File: src/rtl/icache_tag_ctrl.sv
// Instruction-cache tag controller.
// Owns a single-port tag SRAM (valid bit + tag per set), sweeps it clear after
// reset or flush, and serves one lookup or fill request at a time through
// valid/ready handshakes on the request and response sides.
module icache_tag_ctrl #(
    parameter int INDEX_WIDTH = 4,
    parameter int TAG_WIDTH   = 23
) (
    input  logic                   clk,
    input  logic                   rst,
    input  logic                   req_valid,
    output logic                   req_ready,
    input  logic                   req_write,
    input  logic [INDEX_WIDTH-1:0] req_index,
    input  logic [TAG_WIDTH-1:0]   req_tag,
    output logic                   resp_valid,
    input  logic                   resp_ready,
    output logic                   resp_hit,
    output logic [TAG_WIDTH-1:0]   resp_tag,
    output logic                   resp_write,
    input  logic                   flush,
    output logic                   busy,
    output logic                   sram_csb0,
    output logic                   sram_web0,
    output logic [INDEX_WIDTH-1:0] sram_addr0,
    output logic [TAG_WIDTH:0]     sram_din0,
    input  logic [TAG_WIDTH:0]     sram_dout0
);

    localparam logic [1:0] S_INIT    = 2'd0;
    localparam logic [1:0] S_IDLE    = 2'd1;
    localparam logic [1:0] S_RD_WAIT = 2'd2;
    localparam logic [1:0] S_RESP    = 2'd3;

    localparam logic [INDEX_WIDTH-1:0] LAST_INDEX = {INDEX_WIDTH{1'b1}};

    logic [1:0]             state;
    logic [INDEX_WIDTH-1:0] cnt;
    logic                   flush_pend;
    logic [TAG_WIDTH-1:0]   cap_tag;
    logic                   accept;
    logic                   rd_hit;

    // Handshake and status flags; reset masks them so the rst cycle looks idle-busy.
    always_comb begin
        busy      = rst || (state == S_INIT);
        // Flush in IDLE wins over a simultaneous request, so it blocks ready.
        req_ready = !rst && (state == S_IDLE) && !flush;
        accept    = req_valid && req_ready;
        rd_hit    = sram_dout0[TAG_WIDTH] && (sram_dout0[TAG_WIDTH-1:0] == cap_tag);
    end

    // SRAM port: sweep writes in INIT, one access on the accept cycle, idle otherwise.
    always_comb begin
        // NOTE: every output gets a default before the branches so no path leaves
        // one unassigned, which would otherwise infer a latch.
        sram_csb0  = 1'b1;
        sram_web0  = 1'b1;
        sram_addr0 = '0;
        sram_din0  = '0;
        if (!rst) begin
            if (state == S_INIT) begin
                sram_csb0  = 1'b0;
                sram_web0  = 1'b0;
                sram_addr0 = cnt;
            end else if (accept) begin
                sram_csb0  = 1'b0;
                sram_web0  = !req_write;
                sram_addr0 = req_index;
                sram_din0  = req_write ? {1'b1, req_tag} : '0;
            end
        end
    end

    // Controller state, sweep counter, deferred flush and registered response.
    always_ff @(posedge clk) begin
        // NOTE: state registers use non-blocking assignments so every register
        // sees the pre-edge values of the others, independent of statement order.
        if (rst) begin
            state      <= S_INIT;
            cnt        <= '0;
            flush_pend <= 1'b0;
            cap_tag    <= '0;
            resp_valid <= 1'b0;
            resp_hit   <= 1'b0;
            resp_tag   <= '0;
            resp_write <= 1'b0;
        end else begin
            case (state)
                S_INIT: begin
                    // A flush here is ignored: the sweep already clears everything.
                    if (cnt == LAST_INDEX) begin
                        cnt   <= '0;
                        state <= S_IDLE;
                    end else begin
                        cnt <= cnt + INDEX_WIDTH'(1);
                    end
                end
                S_IDLE: begin
                    if (flush) begin
                        state <= S_INIT;
                    end else if (accept) begin
                        resp_write <= req_write;
                        if (req_write) begin
                            // Fill completes at once: echo the written tag.
                            state      <= S_RESP;
                            resp_valid <= 1'b1;
                            resp_hit   <= 1'b0;
                            resp_tag   <= req_tag;
                        end else begin
                            state   <= S_RD_WAIT;
                            cap_tag <= req_tag;
                        end
                    end
                end
                S_RD_WAIT: begin
                    // Read data is only meaningful in this cycle.
                    if (flush) begin
                        flush_pend <= 1'b1;
                    end
                    state      <= S_RESP;
                    resp_valid <= 1'b1;
                    resp_hit   <= rd_hit;
                    resp_tag   <= sram_dout0[TAG_WIDTH-1:0];
                end
                S_RESP: begin
                    if (resp_ready) begin
                        resp_valid <= 1'b0;
                        flush_pend <= 1'b0;
                        state      <= (flush_pend || flush) ? S_INIT : S_IDLE;
                    end else if (flush) begin
                        flush_pend <= 1'b1;
                    end
                end
                default: begin
                    state <= S_INIT;
                    cnt   <= '0;
                end
            endcase
        end
    end

endmodule

File: config.mk
export PLATFORM = sky130hd
export DESIGN_NAME = icache_tag_ctrl
export DESIGN_NICKNAME = d
export VERILOG_FILES = /design/src/rtl/icache_tag_ctrl.sv
export SDC_FILE = /design/constraint.sdc
export NUM_CORES = 1
export LEC_CHECK = 0
export CAP_MARGIN = 20
export CORE_MARGIN = 3
export CORE_UTILIZATION = 30
export DETAILED_ROUTE_END_ITERATION = 8
export PLACE_DENSITY_LB_ADDON = 0.1
export SETUP_SLACK_MARGIN = 0.15
export SYNTH_ARGS = -nofsm -noshare
export SYNTH_HDL_FRONTEND = slang
export SYNTH_SLANG_ARGS = --single-unit
File: constraint.sdc
create_clock -name clk -period 4.15 [get_ports clk]
set_input_delay 0.6225 -clock clk [delete_from_list [all_inputs] [get_ports clk]]
set_output_delay 0.6225 -clock clk [all_outputs]
set_load 0.03 [all_outputs]
==> flow_summary_export.csv <==
group,metric,value,unit
status,status,"finished, final reports clean",
synthesis,seq_area_frac_synth,40.0,%
clock_network,clock_latency,300,ps
die,core_area,8890,µm²
grt,overflow,0,
power,powerDensity,241,nW/µm²
finish,num_antenna_cells,0,
clock_network,clockRootBuffer,"clkbuf_8",
synthesis,yosys.area_share.adder,0.447,%
power,p_leak,1.64,nW
route,ant_nets,0,
sta,finalHoldViolCount,0,
sta,finalSetupTns,0,ps
worst_setup_path,required,3530,ps
die,initial_core_util,31.5,%
worst_setup_path,cp.arrival,2940,ps
worst_setup_path,cp-end-kind,"primary output",
route,vias,2648,
synthesis,yosysWarnings,0,
route,drc_errors,0,
sta,fin_crit_sh,85.8,%
clock_network,clk_path_buf_depth,2,
sta,rsz0062_at_grt,"no",
placed_design,gp_congestion,0.762,
worst_setup_path,cp.depth,8,
sta,slew_headroom,38.8,%
placed_design,pre_cts_ws,586,ps
synthesis,synth.top_cell.area_share,40.0,%
synthesis,netlist_top_cells_area,"dfxtp_1 (40%), nand2_1 (11%), a311oi_2 (9.1%)",
finish,nNetsFinal,510,
hold_path,holdPathStages,2,
synthesis,synthSimpleGateAreaFrac,24.7,%
synthesis,synthesis.nets,408,
route,routed_wl,8.21,mm
grt,antenna_found_initial,0,
route,routed_via_density,4.73,
synthesis,synth_xor_area_share,7.50,%
worst_setup_path,cp_max_fo,15,
worst_setup_path,crit_slowest_cell,"clkdlybuf4s50_1",
clock_network,ctsResizeCount,0,
die,ios,115,
route,drt_first_pass_iters,4,
route,wire_per_inst,14.7,µm
worst_setup_path,crit_chain,"clkdlybuf4s50_1 > or4b_4 > inv_2 > nand3_4 > clkinv_2 > nand2_2 > inv_1 > clkdlybuf4s50_1",
power,vdd_drop_max,0.138,mV
worst_setup_path,crit_family,"buffers and inverters",
grt,grt_pass1_vias,2509,
clock_network,clock-sinks,56,
die,core.rowCount,34,
placed_design,dp_hpwl,5.80,mm
worst_setup_path,cp_common_cell,"clkdlybuf4s50_1",
route,drt-initial-drc-count,63,
die,die_area,10500,µm²
run,drv_cap,0,
clock_network,cts_setup_buffers,0,
worst_setup_path,r2r_cells,7,
synthesis,synth_area,2800,µm²
clock_network,cts_hold_buffers,0,
worst_setup_path,path_class,"input pin to primary output",
worst_setup_path,cpPeakStageDelay,660,ps
worst_setup_path,critPathBufInv,5,
sta,clock.fmax,0.281,GHz
finish,stdcell_area,4050,µm²
sta,worst_slew_pin_slew,915,ps
die,fp.dieH,103,µm
synthesis,muxShareOfSynthArea,0,%
die,die_w,103,µm
sta,finalSetupViolCount,0,
sta,setup_slack,591,ps
grt,grt.total_usage,15.7,%
worst_setup_path,start_kind,"input pin",
placed_design,portBuffers,114,
clock_network,cts_tree,"built",
grt,grt_pass1_wl,12.9,mm
hold_path,min_path_type,"register to register",
sta,drv_slew,0,
clock_network,clk_pin_slew,90,ps
placed_design,postPlaceCellArea,3950,µm²
clock_network,cts_made_buffers,5,
finish,synthToLayoutAreaGrowth,44.6,%
grt,grt_max_degree,63,
synthesis,yosys_register_bits,56,
clock_network,htreeDepth,2,
synthesis,yosys.area.top_type,"dfxtp_1",
finish,drive_gt1_share,15.5,%
synthesis,synth_cells,350,
sta,clock_skew,5.76,ps
sta,period_needed,3560,ps
synthesis,synth_top_family_by_area,"simple AND/OR/NAND/NOR gates",
synthesis,synth_compound_area_share,19.7,%
synthesis,synth_cell_types,35,
synthesis,avgSynthCellArea,8.00,µm²
-- cells by family after synthesis --
| logic type | count (synthesis) |
|---|---|
| AND/OR/NAND/NOR | 153 |
| flip-flops | 56 |
| AO/OA/AOI/OAI | 67 |
| XOR/XNOR | 24 |
| buffers and inverters | 49 |
| adder cells (fa/ha/maj) | 1 |
-- layout make-up --
class / instances / area, µm²
tap: 108 / 135
multi-input combinational: 245 / 1480
sequential: 56 / 1120
clock buffer: 7 / 96.3
inverter: 26 / 98.8
timing repair buffer: 118 / 1120
fill: 926 / 4840
-- layout by cell type, fill, tap and decap left out, types with 3 or more instances in the layout --
master / n
clkdlybuf4s50_1: 96
nand2_1: 81
dfxtp_1: 56
nor2_1: 35
a21oi_1: 30
inv_1: 24
xor2_1: 22
buf_4: 21
nand2_2: 17
a311oi_2: 17
a311oi_1: 8
clkbuf_8: 7
o21ai_0: 6
nor4_1: 5
a22oi_1: 3
-- tightest hold or removal path, stage by stage (launching register included) --
cell	delay, ps
dfxtp_1	330
nand2_1	50
a21oi_1	50
-- routing by layer --
metal | GRT usage [%] | vias to the layer above | share of wire (%)
met4 | 3.33 | 0 | 0.88
li1 | - | 1369 | -
met1 | 21.2 | 1191 | 46
met2 | 25.5 | 82 | 46
met3 | 3.79 | 6 | 6.9
met5 | 0 | - | 0
-- metrics by stage --
stage,std cells,utilization (%),hold slack [ps],total power [mW]
after floorplan,350,-,448,0.588
after global placement,553,44.5,454,0.668
after detailed placement,553,44.5,458,0.667
after CTS,560,45.6,472,0.993
after global routing,560,45.6,482,1.02
final,560,45.6,469,0.974
-- flip-flops by register name, indices dropped and copies added, names as in the netlist, named ones only --
register / cells
resp_valid: 1
flush_pend: 1
cnt: 4
resp_tag: 23
resp_write: 1
state: 1
cap_tag: 23
resp_hit: 1
-- where the power goes --
part           leakage (nW)  total, mW  internal (mW)  switching, mW
logic                  1.14      0.111         0.0625         0.0485
clock network        0.0503      0.320          0.149          0.171
registers             0.451      0.543          0.540        0.00351
total                  1.64      0.974          0.751          0.223
-- path summary, 6_finish.rpt --
path,slack [ps],from,end
worst max register to register,1890,register,resp_tag[2]$_SDFFE_PP0P_
worst max-delay path,590,flush,sram_din0[20]
worst min register to register,470,cap_tag[13]$_SDFFE_PP0P_,cap_tag[13]$_SDFFE_PP0P_
worst min-delay path,470,cap_tag[13]$_SDFFE_PP0P_,cap_tag[13]$_SDFFE_PP0P_
-- cells in the mapped netlist (all sizes together) --
master and instances:
a211oi 1, nor2 35, nand4 2, clkinv 1, buf 9, clkbuf 14
nand4b 1, a22oi 3, or2 1, nand3b 1, a311oi 25, a221oi 1
a41oi 1, dfxtp 56, nand3 3, xnor2 2, nand2b 1, nor4b 1
ha 1, inv 25, a21oi 30, o21ai 6, or4b 1, nand2 98
nor4 5, nor3 3, or3 1, xor2 22
No activity file was read; power rests on OpenSTA's default activity.
